## src/rtl/mips_loader_pkg.sv

```systemverilog
// mips_loader_pkg: shared definitions for the mips_32 boot-time program loader.
//   - ld_state_t : loader FSM states
//   - HDR_BYTES, WORD_BYTES : stream framing sizes
//   - OPC_HLT : mips_32 halt opcode, used when checking loaded images
//   - xor_fold() : running-checksum update helper
package mips_loader_pkg;

   typedef enum logic [2:0] {
      CNT_HI = 3'd0,
      CNT_LO = 3'd1,
      WORD   = 3'd2,
      CHK    = 3'd3,
      DONE   = 3'd4,
      ERR    = 3'd5
   } ld_state_t;

   localparam int HDR_BYTES  = 2;
   localparam int WORD_BYTES = 4;

   localparam logic [5:0] OPC_HLT = 6'h3F;

   // Fold one stream byte into the running XOR checksum.
   function automatic logic [7:0] xor_fold(input logic [7:0] acc, input logic [7:0] b);
      return acc ^ b;
   endfunction

endpackage

```

## src/rtl/loader_word_pack.sv

```systemverilog
// loader_word_pack: 8->32 big-endian word assembler.
// Ports:
//   clk1       in   clock
//   rst        in   synchronous active-high reset
//   clr        in   synchronous clear of the partial word (new load starting)
//   byte_en    in   byte_in is accepted this cycle
//   byte_in    in   8-bit stream byte, MSB of the word arrives first
//   word       out  assembled word; valid only while word_valid is high
//   word_valid out  high on the cycle the 4th byte of a word is accepted
// word/word_valid are combinational on the accepting cycle so the parent can
// register the memory write one cycle after the last byte.
module loader_word_pack
   import mips_loader_pkg::*;
(
   input  logic        clk1,
   input  logic        rst,
   input  logic        clr,
   input  logic        byte_en,
   input  logic [7:0]  byte_in,
   output logic [31:0] word,
   output logic        word_valid
);

   localparam logic [1:0] LAST_IDX = 2'(WORD_BYTES - 1);

   logic [23:0] shift_r;
   logic [1:0]  idx_r;

   // Shift register and byte index; the index wraps 3 -> 0 on its own.
   always_ff @(posedge clk1) begin
      if (rst || clr) begin
         shift_r <= 24'd0;
         idx_r   <= 2'd0;
      end else if (byte_en) begin
         shift_r <= {shift_r[15:0], byte_in};
         idx_r   <= idx_r + 2'd1;
      end else begin
         shift_r <= shift_r;
         idx_r   <= idx_r;
      end
   end

   assign word       = {shift_r, byte_in};
   assign word_valid = byte_en && (idx_r == LAST_IDX);

endmodule

```

## src/rtl/mips_prog_loader.sv

```systemverilog
// mips_prog_loader: boot-time program loader for the mips_32 core.
// Receives [count_hi, count_lo, N x 4-byte big-endian words, xor checksum],
// writes word k to memory address BASE+k, then releases the core.
// Ports:
//   clk1      in   core phase-1 clock
//   rst       in   synchronous active-high reset
//   in_valid  in   in_data valid
//   in_data   in   stream byte
//   in_ready  out  loader accepts a byte this cycle
//   clear     in   restart from DONE/ERR
//   mem_we    out  one-cycle memory write strobe
//   mem_addr  out  word address
//   mem_wdata out  instruction word
//   cpu_run   out  core may fetch (DONE only)
//   done      out  load completed with good checksum
//   error     out  checksum mismatch or length overflow
module mips_prog_loader
   import mips_loader_pkg::*;
#(
   parameter int ADDR_W = 10,
   parameter int BASE   = 0
) (
   input  logic              clk1,
   input  logic              rst,
   input  logic              in_valid,
   input  logic [7:0]        in_data,
   output logic              in_ready,
   input  logic              clear,
   output logic              mem_we,
   output logic [ADDR_W-1:0] mem_addr,
   output logic [31:0]       mem_wdata,
   output logic              cpu_run,
   output logic              done,
   output logic              error
);

   // Largest word count that fits between BASE and the top of memory.
   localparam logic [16:0]       LIMIT     = 17'((1 << ADDR_W) - BASE);
   localparam logic [ADDR_W-1:0] BASE_ADDR = ADDR_W'(BASE);

   ld_state_t         state_r;
   logic [7:0]        cnt_hi_r;
   logic [15:0]       n_r;
   logic [15:0]       wcnt_r;
   logic [7:0]        chk_r;
   logic [ADDR_W-1:0] waddr_r;
   logic              mem_we_r;
   logic [ADDR_W-1:0] mem_addr_r;
   logic [31:0]       mem_wdata_r;
   logic              done_r;
   logic              error_r;
   logic              cpu_run_r;

   logic              accept_s;
   logic              pack_en_s;
   logic              restart_s;
   logic [15:0]       n_full_s;
   logic [15:0]       wcnt_next_s;
   logic [31:0]       word_s;
   logic              word_valid_s;

   assign in_ready    = (state_r == CNT_HI) || (state_r == CNT_LO) ||
                        (state_r == WORD)   || (state_r == CHK);
   assign accept_s    = in_valid && in_ready;
   assign pack_en_s   = accept_s && (state_r == WORD);
   assign restart_s   = clear && ((state_r == DONE) || (state_r == ERR));
   assign n_full_s    = {cnt_hi_r, in_data};
   assign wcnt_next_s = wcnt_r + 16'd1;

   loader_word_pack u_pack (
      .clk1       (clk1),
      .rst        (rst),
      .clr        (restart_s),
      .byte_en    (pack_en_s),
      .byte_in    (in_data),
      .word       (word_s),
      .word_valid (word_valid_s)
   );

   // Loader FSM with counters, checksum and registered memory/status outputs.
   always_ff @(posedge clk1) begin
      if (rst) begin
         state_r     <= CNT_HI;
         cnt_hi_r    <= 8'd0;
         n_r         <= 16'd0;
         wcnt_r      <= 16'd0;
         chk_r       <= 8'd0;
         waddr_r     <= BASE_ADDR;
         mem_we_r    <= 1'b0;
         mem_addr_r  <= '0;
         mem_wdata_r <= 32'd0;
         done_r      <= 1'b0;
         error_r     <= 1'b0;
         cpu_run_r   <= 1'b0;
      end else begin
         mem_we_r <= 1'b0;
         case (state_r)
            CNT_HI: begin
               if (accept_s) begin
                  cnt_hi_r <= in_data;
                  chk_r    <= xor_fold(chk_r, in_data);
                  state_r  <= CNT_LO;
               end
            end
            CNT_LO: begin
               if (accept_s) begin
                  n_r   <= n_full_s;
                  chk_r <= xor_fold(chk_r, in_data);
                  if ({1'b0, n_full_s} > LIMIT) begin
                     state_r <= ERR;
                     error_r <= 1'b1;
                  end else if (n_full_s == 16'd0) begin
                     state_r <= CHK;
                  end else begin
                     state_r <= WORD;
                  end
               end
            end
            WORD: begin
               if (accept_s) begin
                  chk_r <= xor_fold(chk_r, in_data);
                  if (word_valid_s) begin
                     mem_we_r    <= 1'b1;
                     mem_addr_r  <= waddr_r;
                     mem_wdata_r <= word_s;
                     waddr_r     <= waddr_r + {{(ADDR_W-1){1'b0}}, 1'b1};
                     wcnt_r      <= wcnt_next_s;
                     if (wcnt_next_s == n_r) begin
                        state_r <= CHK;
                     end
                  end
               end
            end
            CHK: begin
               // chk_r already holds the XOR of every preceding byte.
               if (accept_s) begin
                  if (in_data == chk_r) begin
                     state_r   <= DONE;
                     done_r    <= 1'b1;
                     cpu_run_r <= 1'b1;
                  end else begin
                     state_r <= ERR;
                     error_r <= 1'b1;
                  end
               end
            end
            DONE, ERR: begin
               if (clear) begin
                  state_r   <= CNT_HI;
                  done_r    <= 1'b0;
                  error_r   <= 1'b0;
                  cpu_run_r <= 1'b0;
                  chk_r     <= 8'd0;
                  wcnt_r    <= 16'd0;
                  waddr_r   <= BASE_ADDR;
               end
            end
            default: begin
               state_r   <= CNT_HI;
               done_r    <= 1'b0;
               error_r   <= 1'b0;
               cpu_run_r <= 1'b0;
               chk_r     <= 8'd0;
               wcnt_r    <= 16'd0;
               waddr_r   <= BASE_ADDR;
            end
         endcase
      end
   end

   assign mem_we    = mem_we_r;
   assign mem_addr  = mem_addr_r;
   assign mem_wdata = mem_wdata_r;
   assign done      = done_r;
   assign error     = error_r;
   assign cpu_run   = cpu_run_r;

endmodule

```

## config.mk

```make
export PLATFORM = sky130hd
export DESIGN_NAME = mips_prog_loader
export DESIGN_NICKNAME = d
export VERILOG_FILES = /design/src/rtl/mips_loader_pkg.sv /design/src/rtl/loader_word_pack.sv /design/src/rtl/mips_prog_loader.sv
export SDC_FILE = /design/constraint.sdc
export NUM_CORES = 1
export LEC_CHECK = 0
export BUFFER_PORTS_ARGS = -buffer_cell sky130_fd_sc_hd__buf_2
export CORE_AREA = 10 10 131 133
export CTS_BUF_LIST = sky130_fd_sc_hd__clkbuf_8
export DETAILED_ROUTE_END_ITERATION = 8
export DIE_AREA = 0 0 141 143
export GPL_ROUTABILITY_DRIVEN = 1
export PLACE_DENSITY = 0.68
export SKIP_CTS_REPAIR_TIMING = 1
export SLEW_MARGIN = 20
export SYNTH_ARGS = -nofsm -noshare
export SYNTH_HDL_FRONTEND = slang
export SYNTH_HIERARCHICAL = 1
export SYNTH_SLANG_ARGS = --single-unit
```

## constraint.sdc

```tcl
create_clock -name clk1 -period 2.9 [get_ports clk1]
set_input_delay 0.58 -clock clk1 [delete_from_list [all_inputs] [get_ports clk1]]
set_output_delay 0.58 -clock clk1 [all_outputs]
set_load 0.01 [all_outputs]
```

Word level (Yosys, flattened, before mapping)
Index checks and enable logic that the tools add are counted.
W data, S select, Z words.
{"block": "op_classes", "n_addsub": 3, "order_cmp": 1, "n_eq_ne": 19, "muxes": 32, "n_bitwise": 7, "n_reduce_logical": 24}
{"op": "$mux W16", "n": 3}
{"op": "$pmux W16 S3", "n": 1}
{"op": "$mux W10", "n": 3}
{"op": "$pmux W10 S3", "n": 1}
{"op": "$mux W3", "n": 8}
{"op": "$pmux W8 S3", "n": 1}
{"op": "$add A16 B1 Y16 const B", "n": 1}
{"op": "$eq A16 B16 Y1", "n": 1}
{"op": "$gt A16 B11 Y1 const B", "n": 1}
{"op": "$logic_not A16 Y1", "n": 1}
{"op": "$mux W8", "n": 2}
{"op": "$pmux W3 S5", "n": 1}
{"op": "$ne A2 B2 Y1 const B", "n": 6}
{"op": "$add A10 B1 Y10 const B", "n": 1}
{"op": "$mux W1", "n": 10}
{"op": "$ne A2 B1 Y1 const B", "n": 5}
{"op": "$reduce_or A3 Y1", "n": 3}
{"op": "$eq A8 B8 Y1", "n": 1}
{"op": "$reduce_and A4 Y1", "n": 2}
{"op": "$xor A8 B8 Y8", "n": 1}
{"op": "$reduce_and A7 Y1", "n": 1}
{"op": "$eq A3 B2 Y1 const B", "n": 2}
{"op": "$eq A3 B3 Y1 const B", "n": 2}
{"op": "$not A1 Y1", "n": 6}
{"op": "other kinds (12)", "n": 22}
{"block": "totals", "reg_bits": 132, "inputBits": 12, "output_inout_bits": 47, "elab_cells": 99}

Longest topological paths before layout
Gate-level depths: netlist of the first run.
{"block": "depth", "depth_word": 10, "depth_mapped": 11, "depth_no_buf": 8}

Cells and area by module
Netlist of the first run, hierarchy kept.
{"module": "mips_prog_loader", "n_inst": 1, "cells_per_inst": 603, "area_each_um2": 4694.5}
{"module": "loader_word_pack", "n_inst": 1, "cells_per_inst": 95, "area_each_um2": 1039.7}

Worst setup path after synthesis of the first run
OpenSTA, ideal clock, no wires.
{"block": "synth_path", "path_type": "input to register", "from": "input port in_valid", "to": "register waddr_r[5]", "setup_ns": 0.129, "arrival_ns": 2.369, "setup_slack_ns": 0.402, "cell_stages": 10, "cell_sequence": "nor4bb_1 -> buf_6 -> buf_6 -> and2_1 -> nand4b_1 -> nand2_1 -> and4_1 -> nand3_1 -> xor2_1 -> nor2_1"}
{"block": "synth_via", "elab_chain_len": 5, "word_cells_on_any_way": 6, "cone_classes": "2 x eq/ne; 4 x reduce/logical"}
{"item": "from (decl)", "line": "mips_prog_loader.sv:25", "rtl": "input logic in_valid,"}
{"item": "$logic_and A1 B1 Y1", "line": "mips_prog_loader.sv:64", "rtl": "assign accept_s = in_valid && in_ready;"}
{"item": "$logic_and A1 B1 Y1", "line": "mips_prog_loader.sv:65", "rtl": "assign pack_en_s = accept_s && (state_r == WORD);"}
{"item": "$logic_and A1 B1 Y1", "line": "loader_word_pack.sv:44", "rtl": "assign word_valid = byte_en && (idx_r == LAST_IDX);"}
{"item": "named net word_valid_s", "line": "mips_prog_loader.sv:60", "rtl": "logic word_valid_s;"}
{"item": "$ne A2 B1 Y1 (no line)"}
{"item": "$reduce_and A4 Y1 (no line)"}
{"item": "to (signal assigned)", "line": "mips_prog_loader.sv:126", "rtl": "waddr_r <= waddr_r + {{(ADDR_W-1){1'b0}}, 1'b1};"}
{"item": "to (decl)", "line": "mips_prog_loader.sv:46", "rtl": "logic [ADDR_W-1:0] waddr_r;"}
The timed path passes the listed nets, and every way through them passes these cells.
A chain may end at the register's enable or synchronous reset.

Final worst setup path of the first run
{"block": "layout_path", "from": "register wcnt_r[0]", "to": "register state_r[0]"}
{"block": "layout_via", "elab_chain_len": 4}
{"item": "from (decl)", "line": "mips_prog_loader.sv:44", "rtl": "logic [15:0] wcnt_r;"}
{"item": "from (signal assigned)", "line": "mips_prog_loader.sv:127", "rtl": "wcnt_r <= wcnt_next_s;"}
{"item": "$add A16 B1 Y16", "line": "mips_prog_loader.sv:68", "rtl": "assign wcnt_next_s = wcnt_r + 16'd1;"}
{"item": "$eq A16 B16 Y1", "line": "mips_prog_loader.sv:128", "rtl": "if (wcnt_next_s == n_r) begin"}
{"item": "$ne A2 B1 Y1 (no line)"}
{"item": "$reduce_and A7 Y1 (no line)"}
{"item": "to (signal assigned)", "line": "mips_prog_loader.sv:129", "rtl": "state_r <= CHK;"}
{"item": "to (signal assigned)", "line": "mips_prog_loader.sv:138", "rtl": "state_r <= DONE;"}
{"item": "to (signal assigned)", "line": "mips_prog_loader.sv:142", "rtl": "state_r <= ERR;"}
{"item": "to (decl)", "line": "mips_prog_loader.sv:41", "rtl": "ld_state_t state_r;"}
Every way passes these cells.

==> metrics.md, run 1 <==
| Metric | Value |
|---|---|
| H-tree depth | 4 |
| Initial core utilization | 39.8% |
| Number of port buffers | 58 |
| Fin. Hold Viols | 0 |
| Total power per unit cell area | 559 nW/um^2 |
| Cell family with most CP delay | compound AO/OA/AOI/OAI gates |
| First-pass GRT wire length | 22800 um |
| Critical path arrival | 2.78 ns |
| Worst path max stage delay | 0.48 ns |
| Die height | 143 um |
| Status | complete, no violations |
| Lkg Pwr | 0.00239 uW |
| Register bit total from synthesis | 132 |
| Most frequent cell on the critical path | a2111oi_2 |
| Sink Count | 132 |
| CTS tree | done |
| CP Launch Type | register |
| Std-Cell Rows | 44 |
| Worst r2r src | wcnt_r[0]$_SDFFE_PP0P_ |
| GPL Wtd Cong | 0.866 |
| Number of CTS-inserted buffers | 17 |
| Tightest Pin Transition | 0.583 ns |
| Clock latency on the worst-skew pair | 0.44 ns |
| Placed wire-length estimate | 9140 um |
| Part of the cycle the worst path needs | 84.6% |
| Hold Path Depth | 2 |
| Vias in the first global route | 4507 |
| GRT Total Usage | 13.7% |
| Largest net degree at the start of global routing | 96 |
| WL/cell | 14.4 um |
| Path depth of the worst reg2reg path | 7 |
| Worst-path cell chain | ha_1 -> nand3_2 -> nor4_4 -> xnor2_1 -> a2111oi_2 -> a41oi_1 -> a2111oi_2 |
| RSZ-0062 raised after global routing | no |
| Max rail drop VDD | 0.000397 V |
| Req. time, crit path | 3.22 ns |
| N_diodes | 0 |
| Initial antenna violation count | 0 |
| Flop2flop setup slack | 0.45 ns |
| Clock buffer depth | 2 |
| Skew final | 0.0120 ns |
| Syn Inst Count | 698 |
| Share of cells above drive strength 1 | 15.7% |
| Hold Path Sink | cpu_run$_SDFFE_PP0P_ |
| Post-synthesis net count | 713 |
| Busiest grt layer | met2 |
| Worst path bufs/invs | 0 |
| Total wire length | 13500 um |
| RR Endpoint | state_r[0]$_SDFFE_PP0P_ |
| Syn. warnings | 6 |
| Hold Path Class | input port to register |
| Residual DRC | 0 |
| Initial DRC Count | 275 |
| Area Growth Syn to Fin | 13.0% |
| Sum Neg Setup Slack | 0 ns |
| Worst rel slew slack | 61.1% |
| Critical Path Fanout Max | 8 |
| Crit. End Element | register |
| Post-synth EDFFs | 0 |
| Final worst path period need | 2.45 ns |
| Yosys top cell by area | dfxtp_1 |
| Predominant post-synthesis flop cell | dfxtp_1 |
| Slowest CP cell | dfxtp_1 |
| M1 GR Usage | 17.7% |
| Via Count | 4761 |
| CTS root buf | clkbuf_8 |
| Setup Viol. Count Final | 0 |
| Mean number of vias per cell | 5.09 |
| Most area-consuming cells after synthesis | dfxtp_1, nand2_1, a21oi_1, nor2_1, mux2i_1 |
| Met3 Track Usage GR | 3.78% |
| Met2 Usage GRT | 21.6% |
| Core Footprint | 14400 um^2 |
| Post-synth top area share | 46.1% |
| Fmax | 408 MHz |
| IO Pins | 59 |
| DRT antenna net count | 0 |
| Max-Cap Viols | 0 |
| Final hold slack | 0.404 ns |
| DIE WIDTH | 141 um |
| Synth Cell Area | 5730 um^2 |
| Synth unique cells | 52 |
| Fraction of registers with async set/reset | 0% |
| Register area share after synthesis | 46.1% |
| Synthesized area per cell | 8.22 um^2 |
| Die footprint | 20200 um^2 |
| Worst hold path startpoint | rst |
| Final Max Slew Viols | 0 |
| Critical path class | register to register |
| Global route total overflow | 0 |
| Worst-path clk slew | 0.07 ns |
| Fin nets | 755 |
| First-pass DRT Iterations | 4 |
## cells in the mapped netlist, drive strengths merged (3+ instances only)
cell and number:
nand2 158, dfxtp 132, a21oi 94, nor2 71
mux2i 26, buf 24, clkbuf 24, o21ai 24
xnor2 24, xor2 14, nor3 13, nand3 11
nand3b 11, nor4 10, nand4 8, inv 7
and3 5, a22oi 4, and2 4, a31oi 3
ha 3, or3 3
## registers in the layout (all words and copies together) (netlist names)
name and flops:
state_r 3, n_r 16, waddr_r 10, mem_addr 10
cnt_hi_r 8, error 1, u_pack/idx_r 2, wcnt_r 16
chk_r 8, mem_wdata 32, mem_we 1, cpu_run 1
u_pack/shift_r 24
## worst register-to-register path, stage by stage, from the launching register on
cell,delay [ns]
dfxtp_1,0.48
ha_1,0.34
nand3_2,0.20
nor4_4,0.37
xnor2_1,0.13
a2111oi_2,0.30
a41oi_1,0.21
a2111oi_2,0.32
## cells by family (layout without fill, tap and decap cells)
family,count (synthesis),in the layout,synth area share [%]
XOR/XNOR,38,38,5.80
buffers and inverters,56,110,5.28
flip-flops,132,132,46.1
AO/OA/AOI/OAI,138,138,13.2
adder cells (fa/ha/maj),3,3,0.655
AND/OR/NAND/NOR,304,304,24.2
multiplexers,27,27,4.73
## metrics by stage
step	area (um^2)	setup slack (ns)	instances	power, uW	util, %
floorplan	5730	0.402	698	2160	-
global placement	6120	0.383	905	2250	42.4
detailed placement	6120	0.323	905	2250	42.4
CTS	6480	0.446	936	3660	44.9
global route	6480	0.187	936	3790	44.9
finish	6480	0.446	936	3620	44.9
## worst max path at each step
stage | from | to | slack [ns] | cells after the start
detailed placement | in_valid | waddr_r[5]$_SDFFE_PP0P_ | 0.32 | 9
global route | wcnt_r[0]$_SDFFE_PP0P_ | state_r[0]$_SDFFE_PP0P_ | 0.19 | 7
CTS | wcnt_r[0]$_SDFFE_PP0P_ | state_r[0]$_SDFFE_PP0P_ | 0.45 | 7
finish | wcnt_r[0]$_SDFFE_PP0P_ | state_r[0]$_SDFFE_PP0P_ | 0.45 | 7
global placement | in_valid | waddr_r[7]$_SDFFE_PP0P_ | 0.38 | 9
floorplan | in_valid | waddr_r[5]$_SDFFE_PP0P_ | 0.40 | 10
## final cells by class
cell class	count	area (um^2)
clock inverters	13	114
well taps	184	230
flip-flops and latches	132	2640
fillers	1468	7950
inverters	8	30.0
repair buffers	71	400
multi-input cells	510	2810
clock buffers	18	248
## layer usage
metal	routed length (um)	part of all wire, %
met5	0	0
met4	118	0.88
met3	631	4.7
met2	6090	45
met1	6640	49
## where the power goes
group	leakage [uW]	total, uW	switching [uW]	internal (uW)
sequential	0.00107	1900	46.5	1860
combinational	0.00114	307	190	117
clock	0.000178	1420	725	690
## cell usage in the layout, fill, tap and decap left out, types with 8 or more instances in the layout
cell type  netlist  layout
nand2_1        158     157
dfxtp_1        132     132
a21oi_1         94      94
nor2_1          70      70
buf_2            5      58
mux2i_1         26      26
xnor2_1         24      24
o21ai_0         22      22
clkbuf_8         0      18
xor2_1          14      14
nor3_1          13      13
buf_4            9      12
nand3b_1        11      11
nand3_1          9       9
inv_1            7       8
(Power assumes the default switching activity.)
==> run 2: changes to the inputs <==
clock period = 2.4 ns   (was 2.9 ns; I/O delays follow)
==> metrics.md, run 2 (synthesis gave the netlist of run 1 again) <==
| Metric | Value |
|---|---|
| Status | complete, no violations |
| Clock latency on the worst-skew pair | 0.45 ns (about the same) |
| N_diodes | 0 (unchanged) |
| Area Growth Syn to Fin | 14.3% |
| Share of cells above drive strength 1 | 17.6% (+1.9 points) |
| Final worst path period need | 2.14 ns (-0.312 ns) |
| DRT antenna net count | 0 (unchanged) |
| Max-Cap Viols | 0 (unchanged) |
| Die footprint | 20200 um^2 (unchanged) |
| WL/cell | 14.1 um (-1.8%) |
| Fin. Hold Viols | 0 (unchanged) |
| First-pass GRT wire length | 23200 um (+1.6%) |
| Total wire length | 13400 um (-0.68%) |
| Most common cell after layout, fill and taps aside | nand2_1 |
| Cell area after placement | 6190 um^2 (+1.2%) |
| Fmax | 467 MHz (+15%) |
| Number of port buffers | 58 (unchanged) |
| Sink Count | 132 (unchanged) |
| Worst r2r src | wcnt_r[9]$_SDFFE_PP0P_ |
| Core Footprint | 14400 um^2 (unchanged) |
| Critical path arrival | 2.49 ns (-0.29 ns) |
| Vias in the first global route | 4587 (+1.8%) |
| Clock buffer depth | 2 (unchanged) |
| Residual DRC | 0 (unchanged) |
| Sum Neg Setup Slack | 0 ns (unchanged) |
| Lkg Pwr | 0.00244 uW (+2.2%) |
| GRT Total Usage | 13.9% (+0.22 points) |
| Setup Viol. Count Final | 0 (unchanged) |
| DIE WIDTH | 141 um (unchanged) |
| Die height | 143 um (unchanged) |
| Via Count | 4801 (+0.84%) |
| Part of the cycle the worst path needs | 89.3% (+4.6 points) |
| Number of CTS-inserted buffers | 17 (unchanged) |
| Worst-path clk slew | 0.08 ns (about the same) |
| Mean number of vias per cell | 5.07 (-0.33%) |
| CTS tree | done |
| Final instance area | 6550 um^2 (+1.2%) |
| Commonest non-fill, non-tap cells in the layout | nand2_1, dfxtp_1, a21oi_1 |
| Initial core utilization | 39.8% (unchanged) |
| Final Max Slew Viols | 0 (unchanged) |
| Worst hold path startpoint | in_data[1] |
| Placed wire-length estimate | 9230 um (+0.96%) |
| Critical Path Fanout Max | 6 (-2) |
| Std-Cell Rows | 44 (unchanged) |
| Worst rel slew slack | 40.6% (-21 points) |
| Hold Path Depth | 3 (+1) |
| H-tree depth | 4 (unchanged) |
| CTS root buf | clkbuf_8 |
| CP startpoint | wcnt_r[9]$_SDFFE_PP0P_ |
| Initial DRC Count | 317 (+15%) |
| Total power per unit cell area | 668 nW/um^2 (+19%) |
| RSZ-0062 raised after global routing | no |
| First-pass DRT Iterations | 5 (+1) |
| Tightest Pin Transition | 0.891 ns (+0.308 ns) |
| IO Pins | 59 (unchanged) |
| Req. time, crit path | 2.75 ns (-0.47 ns) |
| Hold Path Class | input port to register |
| Initial antenna violation count | 0 (unchanged) |
| Max reg flops | 32 (unchanged) |
| Skew final | 0.00787 ns (-0.00415 ns) |
| Critical path class | register to register |
| Largest net degree at the start of global routing | 97 (+1.0%) |
| CP Launch Type | register |
| Path depth of the worst reg2reg path | 6 (-1) |
| Crit. End Element | register |
| Max rail drop VDD | 0.000423 V (+6.5%) |
| GPL Wtd Cong | 0.833 (-3.9%) |
| Global route total overflow | 0 (unchanged) |
| Fin nets | 765 (+1.3%) |
## run 2: cell types whose count changed in the layout (fill, tap and decap cells not counted), sizes merged
| cell | delta |
|---|---|
| inv | +5 |
| buf | +10 |
| bufinv | -1 |
| clkinvlp | -1 |
| clkbuf | -1 |
| clkinv | -1 |
## run 2: final timing paths
check | to | slack (ns)
setup / recovery | state_r[0]$_SDFFE_PP0P_ | 0.26
hold / removal | mem_wdata[1]$_SDFFE_PP0P_ | 0.38
setup reg to reg | state_r[0]$_SDFFE_PP0P_ | 0.26
hold reg to reg | mem_addr[3]$_SDFFE_PP0P_ | 0.45
## run 2: power by group
| group | switching [uW] | internal, uW |
|---|---|---|
| combinational | 240 | 148 |
| clock | 962 | 736 |
| sequential | 49.3 | 2240 |
## run 2: through the flow
stage	utilization, %	setup slack [ns]	hold slack [ns]	cells	total power (uW)
6_report	45.4	0.258	0.379	947	4380
2_1_floorplan	-	0.00211	0.431	698	2610
5_1_grt	45.4	0.00465	0.370	947	4590
3_5_place_dp	42.9	0.120	0.443	915	2730
3_3_place_gp	42.9	0.192	0.440	915	2720
4_1_cts	45.4	0.127	0.361	947	4410
## run 2: final cells by class
class                      count  area, um^2
fill                        1443        7870
clock inverter                15         123
timing repair buffer          81         475
tap                          184         230
inverter                       8        30.0
sequential                   132        2650
multi-input combinational    510        2810
clock buffer                  17         234
## run 2: worst max-delay path, cell delays in order, from the launching register on
cell and delay (ns):
dfxtp_1 0.48, nand2_1 0.14, nor4_4 0.40, nand3b_1 0.14, a2111oi_2 0.38, a41oi_1 0.20, a2111oi_2 0.30
## run 2: metal layers
layer | vias to the layer above | routed length, um | global-route usage [%]
li1 | 2469 | - | -
met1 | 2207 | 6470 | 18.2
met2 | 110 | 5970 | 21.3
met3 | 15 | 763 | 4.28
met4 | 0 | 172 | 4.51
met5 | - | 0 | 0
==> run 3: changes to the inputs <==
ABC_CLOCK_PERIOD_IN_PS = 2400   (was not set)
PLACE_DENSITY = not set   (was 0.68)
RECOVER_POWER = 50   (was not set)
==> metrics.md, run 3 (synthesis gave the netlist of run 1 again) <==
| Metric | Value |
|---|---|
| Initial DRC Count | 216 (-32%) |
| M1 GR Usage | 17.4% (-0.72 points) |
| Clock buffer depth | 2 (unchanged) |
| Fin nets | 765 (unchanged) |
| Global route total overflow | 0 (unchanged) |
| RR Endpoint | state_r[0]$_SDFFE_PP0P_ |
| Critical Path Fanout Max | 6 (unchanged) |
| Worst path bufs/invs | 0 (unchanged) |
| Max-Cap Viols | 0 (unchanged) |
| Worst r2r src | wcnt_r[4]$_SDFFE_PP0P_ |
| IO Pins | 59 (unchanged) |
| GRT Total Usage | 14.1% (+0.21 points) |
| Cell family with most CP delay | compound AO/OA/AOI/OAI gates |
| Fin. Hold Viols | 0 (unchanged) |
| Clock latency on the worst-skew pair | 0.44 ns (about the same) |
| Hold Path Class | input port to register |
| Core Footprint | 14400 um^2 (unchanged) |
| Sink Count | 132 (unchanged) |
| Crit path to | state_r[0]$_SDFFE_PP0P_ |
| Vias in the first global route | 4729 (+3.1%) |
| Die height | 143 um (unchanged) |
| Req. time, crit path | 2.75 ns (about the same) |
| Critical path arrival | 2.55 ns (+0.06 ns) |
| Most frequent cell on the critical path | a2111oi_2 |
| Flop2flop setup slack | 0.20 ns (-0.06 ns) |
| First-pass DRT Iterations | 5 (unchanged) |
| Number of CTS-inserted buffers | 17 (unchanged) |
| Most common cell after layout, fill and taps aside | nand2_1 |
| Residual DRC | 0 (unchanged) |
| Sum Neg Setup Slack | 0 ns (unchanged) |
| CTS root buf | clkbuf_8 |
| N_diodes | 0 (unchanged) |
| WL/cell | 14.7 um (+4.3%) |
| Status | complete, no violations |
| Final instance area | 6510 um^2 (-0.67%) |
| Path depth of the worst reg2reg path | 6 (unchanged) |
| Max reg flops | 32 (unchanged) |
| Share of cells above drive strength 1 | 10.1% (-7.5 points) |
| Lkg Pwr | 0.00227 uW (-7.0%) |
| Fmax | 454 MHz (-2.7%) |
| Worst-path cell chain | nand3_2 -> nor4_4 -> nand3b_1 -> a2111oi_2 -> a41oi_1 -> a2111oi_2 |
| Initial core utilization | 39.8% (unchanged) |
| Commonest non-fill, non-tap cells in the layout | nand2_1, dfxtp_1, a21oi_1 |
| Largest net degree at the start of global routing | 97 (unchanged) |
| Cell area after placement | 6190 um^2 (unchanged) |
| Tightest Pin Transition | 0.990 ns (+0.0988 ns) |
| First-pass GRT wire length | 23300 um (+0.59%) |
| Worst rel slew slack | 34.0% (-6.6 points) |
| Met3 Track Usage GR | 4.21% (-0.066 points) |
| Number of port buffers | 58 (unchanged) |
| Busiest grt layer | met2 |
| Worst path max stage delay | 0.47 ns (about the same) |
| Initial antenna violation count | 0 (unchanged) |
| CP Launch Type | register |
| Final worst path period need | 2.20 ns (+0.0600 ns) |
| Core Util, Final | 45.1% (-0.30 points) |
| H-tree depth | 4 (unchanged) |
| Met2 Usage GRT | 22.4% (+1.2 points) |
| Worst-path clk slew | 0.07 ns (about the same) |
| CP Depth | 6 (unchanged) |
| Mean number of vias per cell | 5.11 (+0.81%) |
| Crit. End Element | register |
| DIE WIDTH | 141 um (unchanged) |
| RSZ-0062 raised after global routing | no |
| GPL Wtd Cong | 0.866 (+4.0%) |
| Area Growth Syn to Fin | 13.5% |
| Std-Cell Rows | 44 (unchanged) |
| Via Count | 4840 (+0.81%) |
| Critical path class | register to register |
| DRT antenna net count | 0 (unchanged) |
| Die footprint | 20200 um^2 (unchanged) |
| Total wire length | 14000 um (+4.3%) |
| Worst hold path startpoint | clear |
| Final Max Slew Viols | 0 (unchanged) |
| Part of the cycle the worst path needs | 91.8% (+2.5 points) |
| Max rail drop VDD | 0.000466 V (+10%) |
| Skew final | 0.00808 ns (+0.000207 ns) |
| Setup Viol. Count Final | 0 (unchanged) |
| CP startpoint | wcnt_r[4]$_SDFFE_PP0P_ |
| CTS tree | done |
| Total power per unit cell area | 683 nW/um^2 (+2.3%) |
| Placed wire-length estimate | 9820 um (+6.4%) |
| Slowest CP cell | dfxtp_1 |
[run 3: changes by cell type in the layout (fill, tap and decap cells not counted), sizes merged]
| cell | previous run | this run |
|---|---|---|
| clkinvlp | 3 | 0 |
| clkbuf | 17 | 68 |
| buf | 81 | 33 |
| clkinv | 7 | 3 |
| bufinv | 0 | 2 |
| inv | 13 | 15 |
[run 3: metal layers]
metal	wire (um)	share of wire (%)	vias to the layer above
met4	186	1.3	0
li1	-	-	2461
met1	6800	49	2283
met2	6380	46	84
met5	0	0	-
met3	589	4.2	12
[run 3: worst min path at each step]
stage,to,slack [ns],cells after the start
after floorplan,mem_wdata[24]$_SDFFE_PP0P_,0.43,2
final,state_r[2]$_SDFFE_PP0P_,0.39,3
after global routing,cnt_hi_r[4]$_SDFFE_PP0P_,0.37,3
after global placement,mem_addr[5]$_SDFFE_PP0P_,0.44,2
after detailed placement,mem_wdata[4]$_SDFFE_PP0P_,0.44,2
after CTS,state_r[2]$_SDFFE_PP0P_,0.35,3
[run 3: worst min-delay path, cell delays in order]
cell	delay, ns
buf_2	0.10
or3_1	0.14
a21oi_1	0.07
[run 3: power breakdown]
part           internal [uW]  leakage (uW)  switching [uW]  total, uW
sequential              2240       0.00107            45.6       2290
clock                    971      0.000222             794       1770
combinational            148      0.000977             245        393
[run 3: cell type report]
type                            count  area [um^2]
Clock buffer                       20          275
Clock inverter                     12          100
Fill cell                        1471         7910
Inverter                            8         30.0
Multi-Input combinational cell    510         2820
Sequential cell                   132         2650
Tap cell                          184          230
Timing Repair Buffer               81          410
[run 3: stage by stage]
step | power, uW | hold slack, ns | setup WS, ns | cells
2_1_floorplan | 2610 | 0.431 | 0.00211 | 698
3_3_place_gp | 2720 | 0.440 | 0.156 | 915
3_5_place_dp | 2730 | 0.445 | 0.118 | 915
4_1_cts | 4500 | 0.353 | 0.0845 | 947
5_1_grt | 4650 | 0.371 | 0.0190 | 947
6_report | 4450 | 0.387 | 0.198 | 947
